$ cat config.mk
export PLATFORM = sky130hd
export DESIGN_NAME = nibble_word_writer
export DESIGN_NICKNAME = d
export VERILOG_FILES = /design/src/rtl/nibble_word_writer.sv
export SDC_FILE = /design/constraint.sdc
export NUM_CORES = 1
export LEC_CHECK = 0
export CORE_ASPECT_RATIO = 1.2
export CORE_UTILIZATION = 38
export DETAILED_ROUTE_END_ITERATION = 7
export DONT_BUFFER_PORTS = 1
export MAX_ROUTING_LAYER = met4
export SYNTH_ARGS = -nofsm -noshare
export SYNTH_HDL_FRONTEND = slang
export SYNTH_SLANG_ARGS = --single-unit
export TNS_END_PERCENT = 10
$ cat constraint.sdc
create_clock -name clk -period 5.1 [get_ports clk]
set_clock_uncertainty 0.2 [all_clocks]
set_input_delay 1.02 -clock clk [delete_from_list [all_inputs] [get_ports clk]]
set_output_delay 1.02 -clock clk [all_outputs]
set_load 0.02 [all_outputs]
$ cat src/rtl/nibble_word_writer.sv
// Assembles a word from 4-bit hex digits by shift entry, backspace or indexed nibble write.
// Exactly one action per edge: clr > wr_en > push edge > del edge.
module nibble_word_writer #(
    parameter int unsigned N_DIGITS = 8
) (
    input  logic                    clk,
    input  logic                    rstn,
    input  logic                    key_push,
    input  logic [3:0]              key_digit,
    input  logic                    key_del,
    input  logic                    wr_en,
    input  logic [2:0]              wr_idx,
    input  logic [3:0]              wr_data,
    input  logic                    clr,
    output logic [4*N_DIGITS-1:0]   dout,
    output logic [3:0]              cnt,
    output logic                    full,
    output logic                    upd
);
    localparam int unsigned W       = 4 * N_DIGITS;
    localparam logic [3:0]  CNT_MAX = 4'(N_DIGITS);

    logic [W-1:0] r_dout;
    logic [W-1:0] w_dout_nxt;
    logic [3:0]   r_cnt;
    logic [3:0]   w_cnt_nxt;
    logic         r_push_q;
    logic         r_del_q;
    logic         r_upd;
    logic         w_push_e;
    logic         w_del_e;
    logic         w_idx_ok;

    assign w_push_e = key_push & ~r_push_q;
    assign w_del_e  = key_del & ~r_del_q;
    assign w_idx_ok = ({1'b0, wr_idx} < CNT_MAX);

    // An out-of-range indexed write still takes the edge's single action slot.
    always_comb begin
        w_dout_nxt = r_dout;
        w_cnt_nxt  = r_cnt;
        if (clr) begin
            w_dout_nxt = '0;
            w_cnt_nxt  = '0;
        end else if (wr_en) begin
            if (w_idx_ok) begin
                for (int unsigned i = 0; i < N_DIGITS; i++) begin
                    if (i == 32'(wr_idx)) begin
                        w_dout_nxt[4*i +: 4] = wr_data;
                    end
                end
            end
        end else if (w_push_e) begin
            w_dout_nxt = (r_dout << 4) | W'(key_digit);
            if (r_cnt < CNT_MAX) begin
                w_cnt_nxt = r_cnt + 4'd1;
            end
        end else if (w_del_e) begin
            w_dout_nxt = r_dout >> 4;
            if (r_cnt != 4'd0) begin
                w_cnt_nxt = r_cnt - 4'd1;
            end
        end
    end

    always_ff @(posedge clk or negedge rstn) begin
        if (!rstn) begin
            r_dout   <= '0;
            r_cnt    <= '0;
            r_upd    <= 1'b0;
            r_push_q <= 1'b0;
            r_del_q  <= 1'b0;
        end else begin
            r_dout   <= w_dout_nxt;
            r_cnt    <= w_cnt_nxt;
            r_upd    <= (w_dout_nxt != r_dout);
            r_push_q <= key_push;
            r_del_q  <= key_del;
        end
    end

    assign dout = r_dout;
    assign cnt  = r_cnt;
    assign full = (r_cnt == CNT_MAX);
    assign upd  = r_upd;

endmodule

# After elaboration in Yosys (flattened, before gate mapping)
# Index checks and enable logic that the tools add are counted.
# Widths: inputs -> output; s select.
[classes]
n_shift = 0
reduce_logical = 5
n_mul = 0
n_addsub = 2
order_cmp = 1
n_bitwise = 5
n_div = 0
eq_ne = 11
mux = 18
[op_table]
columns = ["cell", "count"]
rows = [
  ["$mux 32", 4],
  ["$mux 4", 14],
  ["$ne 32x32->1", 1],
  ["$or 32x4->32", 1],
  ["$eq 3x3->1 const A", 4],
  ["$eq 2x3->1 const A", 2],
  ["$reduce_bool 3->1", 2],
  ["$add 4x1->4 const B", 1],
  ["$eq 4x4->1 const B", 1],
  ["$lt 4x4->1 const B", 1],
  ["$reduce_and 4->1", 1],
  ["$reduce_bool 4->1", 1],
  ["$sub 4x1->4 const B", 1],
  ["$eq 1x3->1 const A", 1],
  ["$logic_not 3->1", 1],
  ["$ne 3x2->1 const B", 1],
  ["$and 1x1->1", 2],
  ["$ne 2x1->1 const B", 1],
  ["$not 1->1", 2],
]
[totals]
latch_bits = 0
ff_bits = 39
rom_bits = 0
in_bits = 17
ram_bits = 0
mem_count = 0
elab_cells = 47

# Depth between registers and ports, before layout
[logic_depth]
depth_word = 7
mapped_depth = 11

# Worst setup path after synthesis
# No wires, ideal clock.
[synth_timing]
path_type = "input to register"
from = "in key_push"
to = "reg r_cnt[3], in the netlist cnt[3]"
n_path_buf = 3
cell_stages = 11
setup_time_ns = 0.077
path_slack_ns = 2.190
t_arrival_ns = 2.633
path_cell_list = "nand2b_4 -> buf_2 -> buf_2 -> buf_1 -> ha_1 -> a21o_1 -> a21oi_1 -> nor2_1 -> nor2_1 -> o21ai_0 -> a21oi_1"
[synth_between]
elab_chain_cells = 4
[synth_rtl]
columns = ["item", "line", "text"]
rows = [
  ["start: declaration", "8", "input logic key_push,"],
  ["$and 1x1->1 (*)", "34", "assign w_push_e = key_push & ~r_push_q;"],
  ["$mux 4", "53", "end else if (w_push_e) begin"],
  ["$mux 4", "45", "end else if (wr_en) begin"],
  ["$mux 4", "42", "if (clr) begin"],
  ["end signal: assignment", "75", "r_cnt <= w_cnt_nxt;"],
  ["end: declaration", "25", "logic [3:0] r_cnt;"],
]
# Mark *: on every way between the ends. The rest lies on a longest branch, timed or not. The select of a mux whose other input is x is not followed.
# A chain may end at the register's enable or synchronous reset.

# Worst setup path after layout
[layout_timing]
from = "in key_push"
to = "reg r_upd, in the netlist upd"
[layout_between]
elab_chain_cells = 5
[layout_rtl]
columns = ["item", "line", "text"]
rows = [
  ["$and 1x1->1", "34", ""],
  ["$mux 32", "53", ""],
  ["$mux 32", "45", ""],
  ["$mux 32", "42", ""],
  ["$ne 32x32->1", "76", "r_upd <= (w_dout_nxt != r_dout);"],
  ["end signal: assignment", "76", ""],
  ["end: declaration", "29", "logic r_upd;"],
]
# No other way between the ends.

==> results by stage <==
Worst setup path:
- The kind of critical path is input port to register.
- For the worst setup path, the data arrival time is 3.49 ns.
- The largest fanout on the critical path is 60.
- The gate family responsible for the most delay along the worst path is simple AND/OR/NAND/NOR gates.
- The critical path goes through nand2b_4, inv_1, buf_4, a211oi_1, o311ai_1, o2111ai_1, or4_1, nor3_2, nand4_1.
- The buffering stage count on the worst path with inverters included is 2.
- STA classifies the critical path endpoint as a register.
- The data required time of the critical path is 5.05 ns.
- The critical-path cell with the highest stage delay is sky130_fd_sc_hd__or4_1.
- The sort of element at the start of the critical path is an input port.
- The delay of the slowest critical-path stage is 0.53 ns.

Routing:
- The ratio of routed vias to standard cells is 7.03.
- The DRC violations left is 0.
- The DRC marker count from the first detailed-route iteration is 500.
- The detailed router placed 4036 vias in this run.
- The count of antenna-violating nets left after detailed routing is 0.
- The routed design has 14000 um of wire.
- In the final routed layout, each cell accounts on average for 24.3 um.
- The first TritonRoute pass finished after 6 iterations.

Die:
- The overall die area is 10400 um^2.
- The number of standard-cell rows in the floorplan is 39.
- In this run the vertical extent of the chip is 112 um.
- For this configuration, the core starts out at a cell density of 0.397.
- 55 I/O pins were placed.
- The core region is 9610 um^2.
- In this run the horizontal extent of the chip is 93.5 um.

Cells and area:
- The core utilization of the finished layout is 0.409.
- The area added between synthesis and finish is 3.05%.
- The number of diodes added for antenna fixing is 0.
- Of the cells placed in the final design, the portion with a size suffix greater than 1 is 0.0710.
- The number of nets in the layout is 470.
- The count of cells in the finished layout, fillers not included, comes to 574.

Clock network:
- The clock insertion delay at the later pin of the skew report is 0.29 ns.
- The number of sinks handled by clock tree synthesis is 39.
- The clock-pin slew on the worst setup and hold paths is 0.06 ns.
- The number of hold buffers added after CTS was 0.
- The H-tree was split into 2 levels.
- The clock passes through at most 2 buffers.
- The total clock buffers created by CTS is 5.
- In this run the clock root is driven by a sky130_fd_sc_hd__clkbuf_16.
- The number of gates resized after CTS was 0.
- The TritonCTS clock tree is built.
- The number of buffers inserted by post-CTS setup repair is 0.

STA:
- The transition at the pin with the smallest max-transition slack is 1.18 ns.
- The peak clock frequency supported by timing is 283 MHz.
- The final-report setup violation count is 0.
- The hold violation total from the final report is 0.
- The time the final worst path needs with I/O delays and setup is 3.53 ns.
- The max-slew violation count is 0.
- The final total negative setup slack is 0 ns.
- In this run the tightest slew margin relative to its limit is 0.213.
- Setup repair after global routing left no endpoint under its margin.
- In the finished design, the share of the clock period the worst path needs comes to 0.693.

Logic synthesis:
- The area of the mapped netlist is 3810 um^2.
- The synthesized area per cell is 7.78 um^2.
- Counting flops and latches in the post-synthesis netlist gives 39.
- Synthesis instantiated 67 different standard cells from the library.
- The count of synthesis-stage warnings from yosys is 0.
- Yosys mapped a number of flops with a built-in enable equal to 0.
- The most common flop cell mapped by yosys is sky130_fd_sc_hd__dfrtp_1.
- Counting flops with an async set or reset pin after synthesis yields a share of 1.00.
- Synthesis produced a netlist with a net count of 510.
- Of the synthesized area, sequential elements account for 0.256.
- The instance count of the mapped netlist is 490.

GRT:
- The first global-routing pass estimated 21800 um of wire.
- The via count of the first global-routing pass was 3760.
- After global routing the overflow that remains totals 0.
- In the global route stage, overall resource usage came out at 0.280.
- The number of antenna violations at the first check in global routing is 0.
- The pin count of the biggest net entering global routing is 61.

Placed design:
- The number of input and output port buffers inserted is 0.
- The detailed placer's ending HPWL is 9370 um.
- The instance count after placement with tap cells included is 566.
- The final RePlAce weighted congestion is 0.957.

Pwr:
- For this design the ratio of total power to cell area is 249 nW/um^2.
- The total leakage power is 1.51 nW.
- The highest ir drop seen on vdd is 0.000110 V.

Run:
- Across the run, the number of max-cap violations was 0.

Status:
- The run finished with clean final reports.

Hold path:
- The min-delay analysis places its worst path in the category input port to asynchronous set/reset pin.
-- layout make-up --
type | instances | area (um^2)
fillers | 958 | 5680
repair buffers | 4 | 30.0
flip-flops and latches | 39 | 976
clock buffers | 6 | 139
well taps | 123 | 154
clock inverters | 2 | 35.0
multi-input cells | 384 | 2540
inverters | 16 | 60.1
-- worst paths after layout --
path	start	end	slack (ns)	depth (start not counted)
setup / recovery	key_push	upd$_DFF_PN0_	1.57	9
max in group asynchronous	rstn	dout[24]$_DFF_PN0_	4.39	0
setup reg to reg	r_del_q$_DFF_PN0_	upd$_DFF_PN0_	1.79	7
hold reg to reg	cnt[1]$_DFFE_PN0P_	cnt[1]$_DFFE_PN0P_	0.54	2
hold / removal	rstn	dout[18]$_DFF_PN0_	0.22	0
min in group clk	cnt[1]$_DFFE_PN0P_	cnt[1]$_DFFE_PN0P_	0.54	2
-- state kept, by name, summed over array words and instances (netlist names) --
| name | cells |
|---|---|
| upd | 1 |
| dout | 32 |
| r_push_q | 1 |
| cnt | 4 |
| r_del_q | 1 |
-- worst reg2reg max path, delay by kind of cell (launching register included) --
kind / cells / cell delay, ns
AND/OR/NAND/NOR: 6 / 2.08
flip-flops: 1 / 0.60
AO/OA/AOI/OAI: 1 / 0.29
-- Yosys cell counts (all sizes together) (3+ instances only) --
master   number  area, um^2
o22ai        11        68.8
nor3          3        25.0
a211oi       26         195
nand4         6        37.5
mux2i        28         280
dfrtp        39         976
a31oi         7        43.8
buf          30         165
a21oi        27         135
o2bb2ai       3        26.3
a31o          7        61.3
nor3b         4        35.0
o2111ai       5        43.8
o211ai       16         120
nand3b        7        56.3
a22oi         3        22.5
o21a          3        22.5
xnor2         6        52.6
clkbuf       21        78.8
nor4          5        31.3
and3b        15         131
inv          16        60.1
nand2b        7        53.8
or3           6        37.5
and3          3        18.8
o311ai        3        26.3
or2           3        18.8
nand2        34         128
or3b          3        26.3
nand3        19        95.1
o21ai        61         305
nor2         26         105
-- power breakdown --
group	internal, mW	switching, mW	leakage [nW]
logic	0.0846	0.123	0.903
clock network	0.243	0.132	0.0868
registers	0.328	0.0692	0.518
-- per-stage QoR --
step | hold WS (ns) | setup WS, ns | instance area, um^2 | power [mW]
2_1_floorplan | 0.491 | 2.19 | 3810 | 0.565
3_3_place_gp | 0.526 | 1.40 | 3760 | 0.603
3_5_place_dp | 0.526 | 1.31 | 3760 | 0.604
4_1_cts | 0.219 | 1.62 | 3930 | 0.983
5_1_grt | 0.216 | 1.45 | 3930 | 1.02
6_report | 0.225 | 1.57 | 3930 | 0.980
-- placed cells by master, fill, tap and decap left out, drive strengths merged, types with 7 or more instances in the layout --
cell / count
o211ai: 16
a31oi: 7
nand3: 19
o21ai: 61
a31o: 7
nand3b: 7
and3b: 15
a21oi: 27
dfrtp: 39
o22ai: 11
a211oi: 26
inv: 16
nand2: 34
nor2: 26
mux2i: 28
nand2b: 7
-- layer usage --
layer | GRT usage | vias up | share of wire
li1 | - | 1785 | -
met1 | 0.358 | 1936 | 0.39
met2 | 0.420 | 263 | 0.46
met3 | 0.0663 | 52 | 0.10
met4 | 0.120 | 0 | 0.041
met5 | - | - | 0
-- cell families after synthesis --
group                      after synthesis  share of synthesized area
and+or+nand+nor                        150                      0.228
xor gates and xnor gates                 6                     0.0138
DFF                                     39                      0.256
muxes                                   28                     0.0735
adders and majority gates                3                     0.0118
AOI/OAI and AO/OA                      197                      0.338
buffers and inverters                   67                     0.0797
(Power assumes the default switching activity.)
==> variant 1 (same flow settings) <==
`N_DIGITS`: 8 -> 9.
--- a/src/rtl/nibble_word_writer.sv
+++ b/src/rtl/nibble_word_writer.sv
@@ -2,5 +2,5 @@
 // Exactly one action per edge: clr > wr_en > push edge > del edge.
 module nibble_word_writer #(
-    parameter int unsigned N_DIGITS = 8
+    parameter int unsigned N_DIGITS = 9
 ) (
     input  logic                    clk,
Ports: changed (resized dout); port bits go from 55 to 59. The function was not compared with the original's and may differ.
==> variant 1 against the original RTL <==
Hold slack worse by 7.4 ps; sequential cell count increased by 4; setup slack improved by 29 ps; final area rose by 6.1%; critical path depth decreased by 2; total power rose by 9.2%; area after synthesis grew 5.7%; routed wire length is 7.7% higher; synthesized cell count rose by 4.9%.
==> variant 1: results (changes against the original RTL) <==
metric,value,unit,change
dpl_cell_area,3980,um^2,+6.0%
track_usage,29.5,%,+1.5 points
yosys-top-cells-area,"dfrtp_1 27%, o21ai_0 7.7%, mux2i_1 7.2%",,
drive_above_1_share,6.90,%,-0.19 points
synthTopCellsByCount,"62 x o21ai_0, 56 x nand2_1, 43 x dfrtp_1",,
antennaDiodeCount,0,,unchanged
cts.clk_slew.worst_paths,60,ps,about the same
grt_max_degree,44,,-28%
p_leak,1.66,nW,+9.8%
grt_pass1_wl,23900,um,+10%
dp_worst_setup_slack,1360,ps,+50.6 ps
cts_root_buf,clkbuf_16,,
yosys_warnings,0,,unchanged
reg2reg_depth,7,,unchanged
r2r_end,upd,,
htree_levels,2,,unchanged
place.gp.congestion,0.952,,-0.54%
clock_latency,290,ps,about the same
slowest_delay,1060,ps,+530 ps
synthFlopType,dfrtp_1,,
rr_startpoint,r_del_q,,
cp_max_fo,31,,-48%
drt_iter0_drc,632,,+26%
critPathSlowestCell,and2b_1,,
vdd_drop_max,0.000113,V,+2.2%
grt_pass1_vias,4076,,+8.4%
cts_resized,0,,unchanged
rrSetupSlack,1590,ps,-200 ps
nets,497,,+5.7%
cts_buffers,5,,unchanged
fin_crit_sh,68.7,%,-0.57 points
numPortBuffers,0,,unchanged
critPathTopFamily,simple AND/OR/NAND/NOR gates,,
drt-total-wl,15000,um,+7.7%
dp.cells,596,,+5.3%
async_flop_share,100,%,unchanged
hold_path_class,in2async,,
avgRoutedWirePerCell,24.9,um,+2.4%
antenna_found_initial,0,,unchanged
synth_fp_nets,534,,+4.7%
worstPathArrival,3460,ps,-30 ps
drt_pass1_iterations,8,,+2
max_cap_violations,0,,unchanged
synthCells,514,,+4.9%
yosys.cell_types.count,68,,+1.5%
viasPerCell,7.12,,+1.3%
status,"complete, no violations",,
ys_seq_area_share,26.7,%,+1.1 points
relSlewSlack,23.0,%,+1.7 points
setup_tns,0,ps,unchanged
timing.hold.ws,217,ps,-7.44 ps
largest_reg_flops,36,,+13%
hpwl,10300,um,+9.5%
==> variant 1: changes by cell type in the layout (fill, tap and decap cells not counted), sizes merged, moves of 9 or more <==
cell	delta
a21oi	-12
a211oi	-9
o32ai	+10
nor3	+12
nand2	+22
o211ai	-12
a31oi	+9
==> variant 1: where the power goes <==
group	leakage (nW)	internal [mW]	switching [mW]	total (mW)
combinational	0.990	0.0856	0.128	0.214
sequential	0.574	0.360	0.0755	0.435
clock	0.0911	0.281	0.140	0.421
total	1.66	0.726	0.343	1.07
==> variant 1: area by class of cell <==
cell class / instances / area [um^2]
clock buffer: 6 / 129
clock inverter: 2 / 60.1
fill: 1030 / 5990
inverter: 11 / 46.3
multi-input combinational: 409 / 2650
sequential: 43 / 1080
tap: 126 / 158
timing repair buffer: 7 / 52.6
==> variant 1: worst max path at each step <==
stage	endpoint	from	cells past startpoint
3_3_place_gp	upd	key_del	7
6_report	upd	r_del_q	7
2_1_floorplan	cnt[3]	key_push	12
4_1_cts	upd	key_del	7
5_1_grt	upd	r_del_q	7
3_5_place_dp	upd	key_del	7
==> variant 1: logic make-up after synthesis <==
| family | share of synthesized area [%] |
|---|---|
| AO/OA/AOI/OAI | 31.9 |
| XOR/XNOR | 1.74 |
| adder cells (fa/ha/maj) | 1.12 |
| buffers and inverters | 7.64 |
| flip-flops | 26.7 |
| multiplexers | 7.48 |
| AND/OR/NAND/NOR | 23.4 |
==> variant 1: routing by layer <==
layer / wire, um / track usage (%) / vias up
met5: 0 / - / -
met4: 382 / 10.6 / 0
met3: 1510 / 6.08 / 29
met2: 7130 / 45.2 / 272
met1: 6020 / 38.3 / 2109
li1: - / - / 1891
==> variant 2 (same settings) <==
Made on the original files. Reset style: synchronous (`rstn`), changed in one clocked block.
--- a/src/rtl/nibble_word_writer.sv
+++ b/src/rtl/nibble_word_writer.sv
@@ -64,5 +64,5 @@
     end
 
-    always_ff @(posedge clk or negedge rstn) begin
+    always_ff @(posedge clk) begin
         if (!rstn) begin
             r_dout   <= '0;
Behaviour: differs if rstn is asserted again (counterexample within 4 cycles, from zero or initial values and one cycle with rstn low); with rstn held inactive, the same outputs for 4 cycles.
==> variant 2 against the original RTL <==
First-iteration DRC count shrank 2.0%; area after synthesis shrank 7.3%; critical path depth shrank 1; total power shrank 20%; sequential cell count is the same; routed wire length grew 6.6%; synthesized cell count grew 7.1%; critical endpoint is now upd; setup slack lost 160 ps; final area shrank 7.9%; sequential share of layout area shrank 3.3 points; utilization shrank 0.80 points.
==> variant 2: results (changes against the original RTL) <==
metric,value,unit,change
synthMuxAreaShare,4.14,%,-3.2 points
ys_seq_area_share,22.1,%,-3.5 points
track_usage,32.3,%,+4.3 points
clock_latency,320,ps,+30 ps
vdd_drop_max,0.000106,V,-4.1%
synthTopCellsByCount,"102 x nand2_1, 43 x nor2_1, 40 x o21ai_0",,
synth-compound-area-share,32.7,%,-1.1 points
grt_max_degree,48,,-21%
cts_root_buf,clkbuf_8,,
p_seq,353,uW,-11%
dp.cells,603,,+6.5%
p_per_area,216,nW/um^2,-13%
synth_fp_nets,546,,+7.1%
grt_pass1_vias,3712,,-1.3%
avgRoutedWirePerCell,24.4,um,+0.16%
hpwl,10000,um,+7.1%
p_leak,1.23,nW,-19%
dp_worst_setup_slack,1190,ps,-121 ps
place.gp.congestion,1.08,,+13%
cp_max_fo,39,,-35%
worstPathArrival,3660,ps,+170 ps
synthFlopType,dfxtp_1,,
worst_slew_pin_slew,934,ps,-244 ps
status,"complete, no violations",,
yosys-top-cells-area,"dfxtp_1 22%, nand2_1 11%, o21ai_0 5.7%",,
async_flop_share,0,%,-100 points
grt_pass1_wl,23000,um,+5.5%
hold_path_class,reg2reg,,
antennaDiodeCount,0,,unchanged
power_switching,282,uW,-13%
drt_pass1_iterations,5,,-1
viasPerCell,6.59,,-6.3%
yosys.cell_types.count,67,,unchanged
drt_iter0_drc,490,,-2.0%
nets,511,,+8.7%
synthXorXnorAreaFrac,2.23,%,+0.85 points
clock-sinks,39,,unchanged
cts.clk_slew.worst_paths,90,ps,+30 ps
synthCells,525,,+7.1%
p_comb,174,uW,-16%
dpl_cell_area,3520,um^2,-6.3%
synth_fa_ha_area_share,1.63,%,+0.45 points
cts_resized,0,,unchanged
fin_cells,611,,+6.4%
drive_above_1_share,5.50,%,-1.6 points
## variant 2: per-layer routing
metal | GRT usage [%] | vias to the layer above | wire length, um | share of wire (%)
met4 | 16.6 | 0 | 760 | 5.1
met2 | 51.1 | 214 | 6970 | 47
li1 | - | 1838 | - | -
met1 | 38.5 | 1915 | 5880 | 40
met3 | 7.63 | 58 | 1270 | 8.5
met5 | - | - | 0 | 0
## variant 2: worst max-delay path, stage by stage
cell	delay [ps]
nand2b_2	550
inv_2	390
a32oi_1	380
nor3_1	80
a2111oi_0	540
nand4_1	160
nor4_1	360
a41oi_1	160
## variant 2: final cells by class
class                      instances  area [um^2]
fill                             981         5410
multi-input combinational        431         2520
sequential                        39          781
tap                              120          150
clock buffer                       8          100
timing repair buffer               5         37.5
inverter                           8         30.0
## variant 2: final timing paths
check | startpoint | end | slack [ps] | depth (start not counted)
max | key_push | upd | 1410 | 8
min | dout[28] | dout[28] | 440 | 2
max reg2reg | r_push_q | upd | 1710 | 8
min reg2reg | dout[28] | dout[28] | 440 | 2
